<file path="src/rtl/tick_gen.sv">
// tick_gen: multi-channel programmable tick generator with a pixel
// clock-enable divider. Every channel counts clk50 cycles while enabled
// and emits a one-cycle tick every `per` cycles. The period of a channel
// can be written directly or shortened step by step down to a floor.
//
// Ports
//   clk50       input   1             only clock, rising edge
//   rst         input   1             synchronous active-high reset
//   pix_ce      output  1             one-cycle strobe every PIX_DIV cycles
//   ch_en       input   N_CH          per-channel count enable
//   ch_restart  input   N_CH          per-channel counter clear
//   ch_speedup  input   N_CH          per-channel period-decrement request
//   wr_en       input   1             period write strobe
//   wr_ch       input   clog2(N_CH)   channel selected for write (min 1 bit)
//   wr_period   input   CNT_W         new period value (0 is stored as 1)
//   tick        output  N_CH          registered one-cycle pulse per channel
//   period_q    output  N_CH*CNT_W    current periods, channel i at [i*CNT_W +: CNT_W]
module tick_gen #(
  parameter int N_CH       = 2,
  parameter int CNT_W      = 24,
  parameter int PIX_DIV    = 2,
  parameter int DEF_PERIOD = 10_000_000,
  parameter int STEP       = 500_000,
  parameter int MIN_PERIOD = 1_000_000
) (
  input  logic                                   clk50,
  input  logic                                   rst,
  output logic                                   pix_ce,
  input  logic [N_CH-1:0]                        ch_en,
  input  logic [N_CH-1:0]                        ch_restart,
  input  logic [N_CH-1:0]                        ch_speedup,
  input  logic                                   wr_en,
  input  logic [((N_CH > 1) ? $clog2(N_CH) : 1)-1:0] wr_ch,
  input  logic [CNT_W-1:0]                       wr_period,
  output logic [N_CH-1:0]                        tick,
  output logic [N_CH*CNT_W-1:0]                  period_q
);

  localparam int PIX_W = (PIX_DIV > 1) ? $clog2(PIX_DIV) : 1;
  localparam logic [PIX_W-1:0] PIX_LAST = PIX_W'(PIX_DIV - 1);

  // The reset period is clamped after truncation to CNT_W so that a
  // default which wraps to zero still yields a usable period of 1.
  localparam logic [CNT_W-1:0] DEF_T  = CNT_W'(DEF_PERIOD);
  localparam logic [CNT_W-1:0] DEF_P  = (DEF_T == '0) ? CNT_W'(1) : DEF_T;
  localparam logic [CNT_W-1:0] MIN_P  = CNT_W'(MIN_PERIOD);
  localparam logic [CNT_W-1:0] STEP_P = CNT_W'(STEP);

  logic [PIX_W-1:0] pix_cnt;
  logic [N_CH-1:0]  wr_sel;
  logic [CNT_W-1:0] wr_value;

  // Pixel divider: pix_ce is a registered strobe, high for the single
  // cycle following the edge where the divider reaches its last value.
  always_ff @(posedge clk50) begin
    if (rst) begin
      pix_cnt <= '0;
      pix_ce  <= 1'b0;
    end else if (pix_cnt == PIX_LAST) begin
      pix_cnt <= '0;
      pix_ce  <= 1'b1;
    end else begin
      pix_cnt <= pix_cnt + PIX_W'(1);
      pix_ce  <= 1'b0;
    end
  end

  // One-hot decode of the write target; an out-of-range channel selects
  // nothing, so the write is dropped.
  always_comb begin
    wr_sel   = '0;
    wr_value = (wr_period == '0) ? CNT_W'(1) : wr_period;
    if (wr_en && (int'(wr_ch) < N_CH)) begin
      wr_sel[wr_ch] = 1'b1;
    end
  end

  for (genvar i = 0; i < N_CH; i++) begin : g_ch
    logic [CNT_W-1:0] cnt;
    logic [CNT_W-1:0] per;
    logic [CNT_W-1:0] per_dec;
    logic             tick_r;

    // Saturating speed-up: the difference to the floor is checked first,
    // so the subtraction of STEP can never underflow.
    always_comb begin
      per_dec = per;
      if (per > MIN_P) begin
        if ((per - MIN_P) <= STEP_P) begin
          per_dec = MIN_P;
        end else begin
          per_dec = per - STEP_P;
        end
      end
    end

    // Counter wraps on cnt >= per-1 rather than equality, so a period
    // shortened below the current count still produces exactly one tick
    // on the next enabled cycle. per is never 0, so per-1 cannot wrap.
    // Restart wins over the wrap; period updates are independent of it.
    always_ff @(posedge clk50) begin
      if (rst) begin
        cnt    <= '0;
        per    <= DEF_P;
        tick_r <= 1'b0;
      end else begin
        if (ch_restart[i]) begin
          cnt    <= '0;
          tick_r <= 1'b0;
        end else if (ch_en[i]) begin
          if (cnt >= (per - CNT_W'(1))) begin
            cnt    <= '0;
            tick_r <= 1'b1;
          end else begin
            cnt    <= cnt + CNT_W'(1);
            tick_r <= 1'b0;
          end
        end else begin
          tick_r <= 1'b0;
        end

        if (wr_sel[i]) begin
          per <= wr_value;
        end else if (ch_speedup[i]) begin
          per <= per_dec;
        end
      end
    end

    assign tick[i]                     = tick_r;
    assign period_q[i*CNT_W +: CNT_W]  = per;
  end

endmodule

</file>
<file path="config.mk">
export PLATFORM = sky130hd
export DESIGN_NAME = tick_gen
export DESIGN_NICKNAME = d
export VERILOG_FILES = /design/src/rtl/tick_gen.sv
export SDC_FILE = /design/constraint.sdc
export NUM_CORES = 1
export LEC_CHECK = 0
export CORE_MARGIN = 2
export CORE_UTILIZATION = 52
export CTS_CLUSTER_DIAMETER = 40
export CTS_CLUSTER_SIZE = 30
export DETAILED_ROUTE_END_ITERATION = 8
export PLACE_DENSITY = 0.78
export RECOVER_POWER = 25
export SKIP_CTS_REPAIR_TIMING = 1
export SYNTH_ARGS = -nofsm -noshare
export SYNTH_HDL_FRONTEND = slang
export SYNTH_SLANG_ARGS = --single-unit
export TNS_END_PERCENT = 30
</file>
<file path="constraint.sdc">
create_clock -name clk50 -period 3.4 [get_ports clk50]
set_input_delay 1.02 -clock clk50 [delete_from_list [all_inputs] [get_ports clk50]]
set_output_delay 1.02 -clock clk50 [all_outputs]
set_load 0.02 [all_outputs]
</file>
==> results.md, run 1 <==
* Overall Global Routing Usage at 28.9%
* Required time of the critical path at approximately 3.7 ns
* RSZ-0062 raised after global routing: yes
* Warnings from Yosys at 0
* Max-slew violations at 0
* Crit Path Category: reg -> reg
* Finished Layout Cells at approximately 1,200
* Startpoint types: flip-flop
* Static leakage at around 3.8 nW
* Skew final at roughly 0.013 ns
* Pre-Repair DR Iteration Count at 7
* Setup ws final at -0.148 ns
* Dpl hpwl at 16,400 um
* Total gr overflow at 0
* Final Hold Vio Count at 0
* Num CTS Buffers at 9
* Root buffer cell: clkbuf_16
* Slew Limit Headroom at between 20% and 30%
* Post-synth EDFFs at 0
* Largest area contributor in the netlist: dfxtp_1
* Avg Inst Size Synth at between 8 and 9 um^2
* Clock-pin slew on the worst setup and hold paths at roughly 0.080 ns
* Ys async rst share at 0%
* H-tree Lvls at 3
* Std-Cell Rows at 43
* Drt wl/cell at between 15 and 20 um
* Die W at about 120 um
* Crit-path max cell delay at about 0.43 ns
* Combinational cell fraction of total power at a little under a third
* Switching share of power at approximately 34%
* Sequential Power Share at 36.7%
* Clock Power Share at between 30% and 40%
* Worst VDD drop at approximately 290 uV
* DR vias at 7,697
* Top_reg_cell synth: dfxtp_1
* Vias in the first global route at between 6,000 and 7,000
* Design area at 0.00998 mm^2
* Failing checks: setup timing
* Critical Path Slowest Stage Cell: or3_4
* Fin nets at around 1,200
* Core Box Area at 0.0139 mm^2
* IO Port Bufs at 84
* Crit-path max FO at 6
* Area Overhead vs Synth at 33.9%
* Initial Util at between 50% and 60%
* # DRC at 0
* Largest net degree at the start of global routing at 26
* P_int at roughly 0.0023 W
* #FFs+latches synth at 100
* Switching Power at 0.00119 W
* Min Tclk post-route at 3.55 ns
* Die footprint at ~0.015 mm^2
* TritonCTS clock tree: yes
* # fillers at approximately 1,000
* Die H at ~120 um
* Routability Congestion at 1.04
* Final setup violation count at 49
* Ports at 85
* Syn_nets at slightly above 1,000
* Initial DRC count at between 600 and 700
* TritonCTS sink count at 100
* Cells along the critical path: nor3_4 > buf_6 > nand3_4 > or2_4 > or3_4 > nor2b_4 > nand2_2 > xor2_2 > ha_1 > a21o_1 > a2111oi_4 > buf_4 > a31oi_4 > clkbuf_16 > nor4_2
* Drt total wl at 23,200 um
* Gate Count Post-Synth at about 930
* Worst slew pin tran at about 1.2 ns
* F_max at roughly 0.28 GHz
* Post-synth cell types at 76
* Via density at just over 6
* Status: complete, but fails checks
* N_diodes at 0
* Placed Instance Area at around 0.009 mm^2
* Initial antenna violation count at 0
* Synth top area share at a little over a quarter
* Latest clock arrival within the worst-skew pair at ~0.36 ns
* Max-cap violation count at 0
* Power per cell area at about 350 mW/mm^2
* Nature of the critical path endpoint: flip-flop
* Setup TNS at -4.25 ns
* Layout cells sized above 1 at between 20% and 30%
* Area contributors post-synth: dfxtp_1 27%, ha_1 10%, xnor2_1 6.8%
* HP Class: reg -> reg
* Placed cells at between 1,000 and 1,500
* Clock Path Buffers at 2
* Final Cycle Share at 104%
* Layout Utilization at between 70% and 80%
* First-pass GRT wire length at ~35,000 um
* CP arrival at about 3.8 ns
* Synthesized cell area at about 0.0075 mm^2
* Total Power at roughly 0.0035 W
* Register area share after synthesis at 26.9%
* Detail Route Antenna Nets at 0
==> power by group through the flow <==
stage          clock network, W  logic [W]  registers [W]
2_1_floorplan                 0   0.000552        0.00138
3_3_place_gp                  0    0.00101        0.00131
3_5_place_dp                  0    0.00102        0.00131
4_1_cts                 0.00113    0.00103        0.00129
5_1_grt                 0.00117    0.00120        0.00130
6_report                0.00112    0.00111        0.00129
==> registers in the layout, summed over array words and instances, names as in the netlist <==
name and flops:
g_ch.cnt 48, g_ch.per 48, g_ch.tick_r 2, pix_ce 1
pix_cnt 1
==> Yosys cell counts (19+ instances only) <==
master / count
nand4_1: 19
xnor2_1: 58
nor3_1: 39
xor2_1: 43
clkbuf_1: 52
a21o_1: 19
nor2_1: 82
o21ai_0: 38
dfxtp_1: 100
nand2_1: 70
a21oi_1: 56
nor4_1: 41
inv_1: 20
nand3_1: 24
ha_1: 60
==> critical path: cells and delay by family (launching register included) <==
family | cells | cell delay [ns]
buf+inv | 3 | 0.53
fa+ha+maj | 1 | 0.31
simple gates | 7 | 1.40
compound gates | 3 | 0.73
flops | 1 | 0.34
xor+xnor | 1 | 0.15
==> routing by layer <==
layer	GRT usage, %	up-vias	part of all wire [%]
met5	0	-	0
met4	10.9	0	2.5
met3	4.67	38	8.1
met2	47.6	356	48
met1	38.0	3636	41
li1	-	3667	-
==> logic make-up (layout without fill, tap and decap cells) <==
logic type | count (synthesis) | count (layout) | share of synthesized area [%]
buf+inv | 82 | 218 | 4.58
mux | 2 | 2 | 0.269
flops | 100 | 100 | 26.9
simple gates | 361 | 361 | 25.1
fa+ha+maj | 60 | 60 | 10.1
compound gates | 222 | 222 | 21.3
xor+xnor | 101 | 101 | 11.9
==> cells in the final DEF, fill, tap and decap left out, types with 5 or more instances in the layout <==
master / n
nor4_4: 15
and2_1: 9
nor3_1: 34
nand4_1: 19
dlygate4sd3_1: 19
nor4_2: 7
inv_1: 15
o31ai_1: 7
buf_4: 86
or2_2: 7
inv_2: 5
a21o_1: 19
a21oi_1: 38
nand3_1: 22
clkdlybuf4s50_1: 64
dfxtp_2: 8
and3_1: 14
nand2_1: 68
nor4_1: 20
o211ai_1: 7
or3_1: 8
dfxtp_1: 92
xor2_1: 42
a211o_1: 5
o31a_1: 8
ha_1: 59
nor2_1: 78
xnor2_1: 57
a211oi_1: 10
clkbuf_16: 13
nand2b_1: 11
a32o_1: 7
o21ai_0: 35
a21oi_2: 17
and4_1: 10
==> stage by stage <==
step	setup WS [ns]	hold slack, ns
6_report	-0.148	0.407
3_3_place_gp	-0.0684	0.392
3_5_place_dp	-0.0863	0.400
5_1_grt	-0.282	0.425
2_1_floorplan	-0.0136	0.385
4_1_cts	-0.128	0.411
==> final timing paths <==
| check | start | to | slack [ns] | depth (start not counted) |
|---|---|---|---|---|
| worst max-delay path | g_ch[0].per[4]$_SDFFE_PP0P_ | g_ch[0].cnt[12]$_SDFFE_PP0P_ | -0.15 | 15 |
| worst min-delay path | pix_cnt$_SDFF_PP0_ | pix_cnt$_SDFF_PP0_ | 0.41 | 1 |
| worst max register to register | g_ch[0].per[4]$_SDFFE_PP0P_ | g_ch[0].cnt[12]$_SDFFE_PP0P_ | -0.15 | 15 |
| worst min register to register | pix_cnt$_SDFF_PP0_ | pix_cnt$_SDFF_PP0_ | 0.41 | 1 |
==> cell type report <==
class	instances	area (um^2)	share of cell area [%]
Inverter	20	75.1	0.752
Timing Repair Buffer	182	1680	16.8
Tap cell	180	225	2.26
Multi-Input combinational cell	746	5670	56.8
Clock inverter	5	65.1	0.652
Clock buffer	11	253	2.53
Sequential cell	100	2010	20.2
No activity file was read; power rests on OpenSTA's default activity.
==> run 2, diff against run 1 <==
- CORE_MARGIN: 2 -> 10
==> results.md, run 2 (synthesized netlist as in run 1, its figures left out) <==
* Status: complete, but fails checks
* Failing checks: setup timing
* TritonCTS sink count at 100 (unchanged)
* H-tree Lvls at 3 (unchanged)
* Met3 Usage GRT at 5.17% (+0.50 points)
* Static leakage at 3.76 nW (-2.3%)
* Worst hold margin at 0.405 ns (-0.00192 ns)
* Crit-path max cell delay at 0.43 ns (about the same)
* Routability Congestion at 0.896 (-14%)
* Drt wl/cell at 19.3 um (+3.5%)
* Std-Cell Rows at 43 (unchanged)
* Detail Route Antenna Nets at 0 (unchanged)
* Switching share of power at 33.1% (-0.57 points)
* Final Cycle Share at 104% (-0.52 points)
* Pre-Repair DR Iteration Count at 5 (-2)
* F_max at 0.283 GHz (+0.50%)
* Top Usage Layer GRT: met2
* Clock Power Share at 30.6% (-1.1 points)
* Overall Global Routing Usage at 22.5% (-6.4 points)
* Num CTS Buffers at 9 (unchanged)
* TritonCTS clock tree: yes
* # DRC at 0 (unchanged)
* Max-cap violation count at 0 (unchanged)
* Cells along the critical path: nor3_4 > nand2_1 > a21bo_2 > or4_4 > buf_4 > nor2_1 > xnor2_1 > ha_1 > a21oi_1 > o21ai_0 > a21o_1 > a21oi_1 > o31a_1 > o2111ai_4 > clkbuf_16 > a21oi_2
* Crit-path max FO at 6 (unchanged)
* Worst slew pin tran at 0.906 ns (-0.248 ns)
* Slew Limit Headroom at 39.1% (+16 points)
* Die W at 140 um (+13%)
* First-pass GRT wire length at 37,000 um (+6.0%)
* Latest clock arrival within the worst-skew pair at 0.36 ns (about the same)
* R2r setup slk at -0.13 ns (+0.02 ns)
* Total gr overflow at 0 (unchanged)
* Layout cells sized above 1 at 18.2% (-2.0 points)
* Fin nets at 1,145 (-0.69%)
* RSZ-0062 raised after global routing: yes
* Combinational cell fraction of total power at 31.8% (+0.2 points)
* Biggest regs: g_ch.cnt: 48 flops, g_ch.per: 48 flops, g_ch.tick_r: 2 flops
* Die footprint at 0.0195 mm^2 (+28%)
* Vias in the first global route at 7,173 (+3.5%)
* Die H at 140 um (+13%)
* Area Overhead vs Synth at 29.7%
* CP arrival at 3.83 ns (+0.02 ns)
* Sequential Area at 0.00201 mm^2 (-0.19%)
* Final Hold Vio Count at 0 (unchanged)
* Total Power at 0.00344 W (-2.6%)
* Worst hold path depth at 1 (unchanged)
* Min-delay src: pix_cnt$_SDFF_PP0_
* Drt total wl at 23,800 um (+2.7%)
* Power per cell area at 355 mW/mm^2 (+0.56%)
* Skew final at 0.0100 ns (-0.00313 ns)
* Initial Util at 53.3% (-0.21 points)
* Final setup violation count at 26 (-47%)
* P_int at 0.00230 W (-1.8%)
* Critical Path Slowest Stage Cell: or4_4
* Startpoint types: flip-flop
* Most common cell after layout, fill and taps aside: dfxtp_1
* Min-Delay Endpoint: pix_cnt$_SDFF_PP0_
* Initial DRC count at 758 (+15%)
* Nature of the critical path endpoint: flip-flop
* Worst R2R End: g_ch[1].cnt[1]$_SDFFE_PP0P_
* Grt met2 use at 35.1% (-12 points)
* Multi-input logic area at 0.00547 mm^2 (-3.6%)
* Setup TNS at -2.11 ns (+2.14 ns)
* HP Class: reg -> reg
* Ports at 85 (unchanged)
* Setup ws final at -0.131 ns (+0.0177 ns)
* Commonest non-fill, non-tap cells in the layout: 95 x dfxtp_1, 83 x clkdlybuf4s50_1, 83 x buf_4, 81 x nor2_1, 70 x nand2_1
* N_diodes at 0 (unchanged)
* Reg2Reg Depth at 16 (+1)
* Largest net degree at the start of global routing at 39 (+50%)
* Reg2Reg Launch Point: g_ch[1].per[3]$_SDFFE_PP0P_
* Core Box Area at 0.0140 mm^2 (+0.39%)
* Placed Instance Area at 0.00900 mm^2 (about the same)
* IO Port Bufs at 84 (unchanged)
* Clock-pin slew on the worst setup and hold paths at 0.07 ns (about the same)
* Design area at 0.00967 mm^2 (-3.1%)
* Max-slew violations at 0 (unchanged)
* Sequential Power Share at 37.6% (+0.9 points)
* Root buffer cell: clkbuf_16
* Via density at 6.20 (+0.22%)
* Clock Path Buffers at 2 (unchanged)
* Switching Power at 0.00114 W (-4.2%)
* Most used cell, CP: a21oi_1
* Dpl hpwl at 17,300 um (+5.8%)
* Worst VDD drop at 279 uV (-4.2%)
* # fillers at 1,110 (+5.8%)
* DR vias at 7,658 (-0.51%)
* Required time of the critical path at 3.69 ns (+0.03 ns)
* Min Tclk post-route at 3.53 ns (-0.0177 ns)
* Crit Path Category: reg -> reg
* Initial antenna violation count at 0 (unchanged)
* M1 GR Usage at 30.0% (-8.0 points)
==> run 2: cell types whose count changed in the layout (fill, tap and decap cells not counted), moves of 5 or more <==
cell | before | now
a21oi_2 | 17 | 22
a21oi_1 | 38 | 33
nor4_4 | 15 | 1
clkdlybuf4s50_1 | 64 | 83
nor4_1 | 20 | 28
dlygate4sd3_1 | 19 | 0
nor4_2 | 7 | 13
==> run 2: worst max path at each step <==
stage,start,to,slack [ns],cells after the start
CTS,g_ch[1].per[4]$_SDFFE_PP0P_,g_ch[1].cnt[9]$_SDFFE_PP0P_,-0.18,14
floorplan,g_ch[1].per[0]$_SDFFE_PP0P_,g_ch[1].cnt[10]$_SDFFE_PP0P_,-0.01,16
finish,g_ch[1].per[3]$_SDFFE_PP0P_,g_ch[1].cnt[1]$_SDFFE_PP0P_,-0.13,16
global route,g_ch[1].per[3]$_SDFFE_PP0P_,g_ch[1].cnt[1]$_SDFFE_PP0P_,-0.32,15
global placement,g_ch[1].per[4]$_SDFFE_PP0P_,g_ch[1].cnt[12]$_SDFFE_PP0P_,-0.04,14
detailed placement,g_ch[1].per[4]$_SDFFE_PP0P_,g_ch[1].cnt[20]$_SDFFE_PP0P_,-0.14,14
==> run 2: cell type report <==
| cell class | instances | area share, % |
|---|---|---|
| tap | 180 | 2.33 |
| sequential | 100 | 20.8 |
| timing repair buffer | 174 | 16.5 |
| multi-input combinational | 746 | 56.6 |
| clock inverter | 4 | 0.505 |
| inverter | 20 | 0.776 |
| clock buffer | 11 | 2.51 |
==> run 2: power groups by stage <==
stage | sequential (W) | combinational, W | clock, W
floorplan | 0.00138 | 0.000552 | 0
global placement | 0.00131 | 0.00101 | 0
detailed placement | 0.00131 | 0.00103 | 0
CTS | 0.00129 | 0.00104 | 0.00106
global route | 0.00130 | 0.00119 | 0.00110
finish | 0.00129 | 0.00109 | 0.00105
==> run 2: critical path, delay by kind of cell, from the launching register on <==
family	cells	cell delay (ns)
xor gates and xnor gates	1	0.15
and+or+nand+nor	4	0.89
adders and majority gates	1	0.26
AOI/OAI and AO/OA	8	1.40
buffers and inverters	2	0.42
DFF	1	0.33
==> run 2: per-stage QoR <==
step | utilization, % | std cells | setup slack [ns]
floorplan | - | 928 | -0.0136
global placement | 64.4 | 1213 | -0.0382
detailed placement | 64.4 | 1213 | -0.139
CTS | 66.4 | 1228 | -0.184
global route | 69.1 | 1235 | -0.316
finish | 69.1 | 1235 | -0.131
==> run 2: layer usage <==
| metal | routed length (um) | part of all wire (%) | up-vias |
|---|---|---|---|
| met5 | 0 | 0 | - |
| met4 | 541 | 2.3 | 0 |
| met3 | 1950 | 8.2 | 40 |
| met2 | 10900 | 46 | 350 |
| met1 | 10400 | 44 | 3609 |
| li1 | - | - | 3659 |
==> run 3, diff against run 2 <==
- ABC_AREA: not set -> 1
- CELL_PAD_IN_SITES_DETAIL_PLACEMENT: not set -> 1
- CELL_PAD_IN_SITES_GLOBAL_PLACEMENT: not set -> 1
- CORE_UTILIZATION: 52 -> 38
- PLACE_DENSITY: 0.78 -> not set
- PLACE_DENSITY_LB_ADDON: not set -> 0.1
==> results.md, run 3 <==
* Nature of the critical path endpoint: flip-flop
* Drt wl/cell at 17.3 um (-10%)
* Area contributors post-synth: dfxtp_1 24%, nand2_1 12%, ha_1 9.1%
* Worst hold margin at 0.412 ns (+0.00731 ns)
* Combinational cell fraction of total power at 34.3% (+2.5 points)
* Post-synth EDFFs at 0 (unchanged)
* Pre-CTS WS at -0.123 ns (+0.0162 ns)
* Layout cells sized above 1 at 17.4% (-0.78 points)
* Avg Inst Size Synth at 6.58 um^2 (-18%)
* M1 wire length at 12,300 um (+18%)
* # DRC at 0 (unchanged)
* Die W at 168 um (+20%)
* TritonCTS clock tree: yes
* Detail Route Antenna Nets at 0 (unchanged)
* Warnings from Yosys at 0 (unchanged)
* # fillers at 2,801 (+150%)
* Top cells by count, synth: 273 x nand2_1, 151 x inv_1, 132 x nor2_1, 100 x dfxtp_1, 80 x a21oi_1
* Overall Global Routing Usage at 19.7% (-2.9 points)
* Worst slew pin tran at 0.978 ns (+0.0724 ns)
* Largest area contributor in the netlist: dfxtp_1
* Min Tclk post-route at 3.31 ns (-0.224 ns)
* Ports at 85 (unchanged)
* Max-slew violations at 0 (unchanged)
* Via density at 5.15 (-17%)
* Die H at 168 um (+20%)
* Top_reg_cell synth: dfxtp_1
* Root buffer cell: clkbuf_16
* Uppermost layer routed: met4
* DR vias at 8,634 (+13%)
* Most common cell after layout, fill and taps aside: nand2_1
* Biggest regs: g_ch.cnt: 48 flops, g_ch.per: 48 flops, g_ch.tick_r: 2 flops
* Clock Power Share at 30.9% (+0.3 points)
* Gate Count Post-Synth at 1,256 (+35%)
* TritonCTS sink count at 100 (unchanged)
* Num CTS Buffers at 9 (unchanged)
* Sequential Power Share at 34.8% (-2.8 points)
* Crit Path Category: reg -> reg
* Placed Instance Area at 0.00976 mm^2 (+8.4%)
* Final Cycle Share at 97.3% (-6.6 points)
* Register area share after synthesis at 24.2% (-2.6 points)
* Static leakage at 4.71 nW (+25%)
* Synth top area share at 24.2% (-2.6 points)
* Syn_nets at 1,350 (+32%)
* Final setup violation count at 0 (-100%)
* Largest net degree at the start of global routing at 28 (-28%)
* Area Overhead vs Synth at 26.9%
* Latest clock arrival within the worst-skew pair at 0.36 ns (about the same)
* Setup TNS at 0 ns (+2.11 ns)
* Final Hold Vio Count at 0 (unchanged)
* Worst VDD drop at 318 uV (+14%)
* Clock-pin slew on the worst setup and hold paths at 0.07 ns (about the same)
* #FFs+latches synth at 100 (unchanged)
* Design area at 0.0105 mm^2 (+8.5%)
* Post-synth cell types at 51 (-33%)
* Wire length on met3 at 604 um (-69%)
* Status: completed
* Fin nets at 1,490 (+30%)
* Drt total wl at 29,000 um (+22%)
* Initial antenna violation count at 0 (unchanged)
* HP Class: reg -> reg
* H-tree Lvls at 3 (unchanged)
* Required time of the critical path at 3.65 ns (-0.04 ns)
* P_int at 0.00240 W (+4.5%)
* F_max at 0.302 GHz (+6.8%)
* Initial Util at 39.0% (-14 points)
* CP arrival at 3.56 ns (-0.27 ns)
* Switching Power at 0.00139 W (+22%)
* Total Power at 0.00379 W (+10%)
* Commonest non-fill, non-tap cells in the layout: 264 x nand2_1, 148 x inv_1, 114 x nor2_1, 93 x dfxtp_1, 80 x clkdlybuf4s50_1
* Met2 wire len at 15,500 um (+43%)
* Clock Path Buffers at 2 (unchanged)
* Power per cell area at 362 mW/mm^2 (+1.8%)
* Pre-Repair DR Iteration Count at 4 (-1)
* Switching share of power at 36.7% (+3.6 points)
* First-pass GRT wire length at 46,300 um (+25%)
* Ys async rst share at 0% (unchanged)
* Vias in the first global route at 9,074 (+27%)
* Most common cell in the netlist: nand2_1
* Dpl hpwl at 23,100 um (+33%)
* Skew final at 0.0119 ns (+0.00189 ns)
* Synthesized cell area at 0.00827 mm^2 (+11%)
* Max-cap violation count at 0 (unchanged)
* IO Port Bufs at 84 (unchanged)
* Slew Limit Headroom at 34.6% (-4.4 points)
* RSZ-0062 raised after global routing: yes
* Die footprint at 0.0281 mm^2 (+44%)
* Setup ws final at 0.0931 ns (+0.224 ns)
* Total gr overflow at 0 (unchanged)
* Std-Cell Rows at 53 (+23%)
* Crit-path max FO at 7 (+1)
* N_diodes at 0 (unchanged)
* Startpoint types: flip-flop
* Core Box Area at 0.0212 mm^2 (+52%)
* Initial DRC count at 403 (-47%)
* Routability Congestion at 0.858 (-4.2%)
run 3: worst max-delay path: stages (launching register included):
cell and delay (ns):
dfxtp_2 0.34, inv_2 0.08, ha_4 0.14, nand4_1 0.13, nor3_2 0.25, nand2_1 0.13
nor3_2 0.22, nand3_2 0.14, nor4_2 0.26, xor2_1 0.19, inv_1 0.09, ha_4 0.28
nand3_4 0.07, nor3_4 0.21, nand3_1 0.11, nand4_1 0.15, nand2_2 0.09, nand2_4 0.12
buf_12 0.15, nor2_2 0.04
run 3: area by class of cell:
type | count | area [um^2] | share of cell area (%)
clock buffers | 9 | 225 | 2.15
clock inverters | 7 | 96.3 | 0.918
inverters | 172 | 649 | 6.19
multi-input cells | 945 | 5610 | 53.5
flip-flops and latches | 100 | 2010 | 19.2
well taps | 275 | 344 | 3.28
repair buffers | 168 | 1550 | 14.8
run 3: power groups by stage:
stage / clock [W] / combinational [W] / sequential [W]
after floorplan: 0 / 0.000709 / 0.00139
after global placement: 0 / 0.00122 / 0.00134
after detailed placement: 0 / 0.00124 / 0.00134
after CTS: 0.00120 / 0.00125 / 0.00132
after global routing: 0.00124 / 0.00144 / 0.00133
final: 0.00117 / 0.00130 / 0.00132
run 3: final timing paths:
check	from	end	slack, ns	cells past startpoint
worst min register to register	pix_cnt$_SDFF_PP0_	pix_cnt$_SDFF_PP0_	0.41	1
worst max-delay path	g_ch[1].per[1]$_SDFFE_PP0P_	g_ch[1].cnt[20]$_SDFFE_PP0P_	0.09	19
worst min-delay path	pix_cnt$_SDFF_PP0_	pix_cnt$_SDFF_PP0_	0.41	1
worst max register to register	g_ch[1].per[1]$_SDFFE_PP0P_	g_ch[1].cnt[20]$_SDFFE_PP0P_	0.09	19
run 3: per-stage QoR:
stage | util, % | instances
floorplan | - | 1256
global placement | 46.0 | 1644
detailed placement | 46.0 | 1644
CTS | 47.5 | 1660
global route | 49.4 | 1676
finish | 49.4 | 1676
run 3: metal layers:
layer,vias up,GRT usage [%]
li1,4379,-
met1,4121,22.5
met2,100,37.3
met3,34,2.50
met4,0,4.96
met5,-,0
run 3: kinds of logic after synthesis:
logic type	after synthesis	share of synthesized area, %
and+or+nand+nor	624	35.3
buffers and inverters	211	10.5
AOI/OAI and AO/OA	179	12.2
DFF	100	24.2
xor gates and xnor gates	82	8.69
adders and majority gates	60	9.08
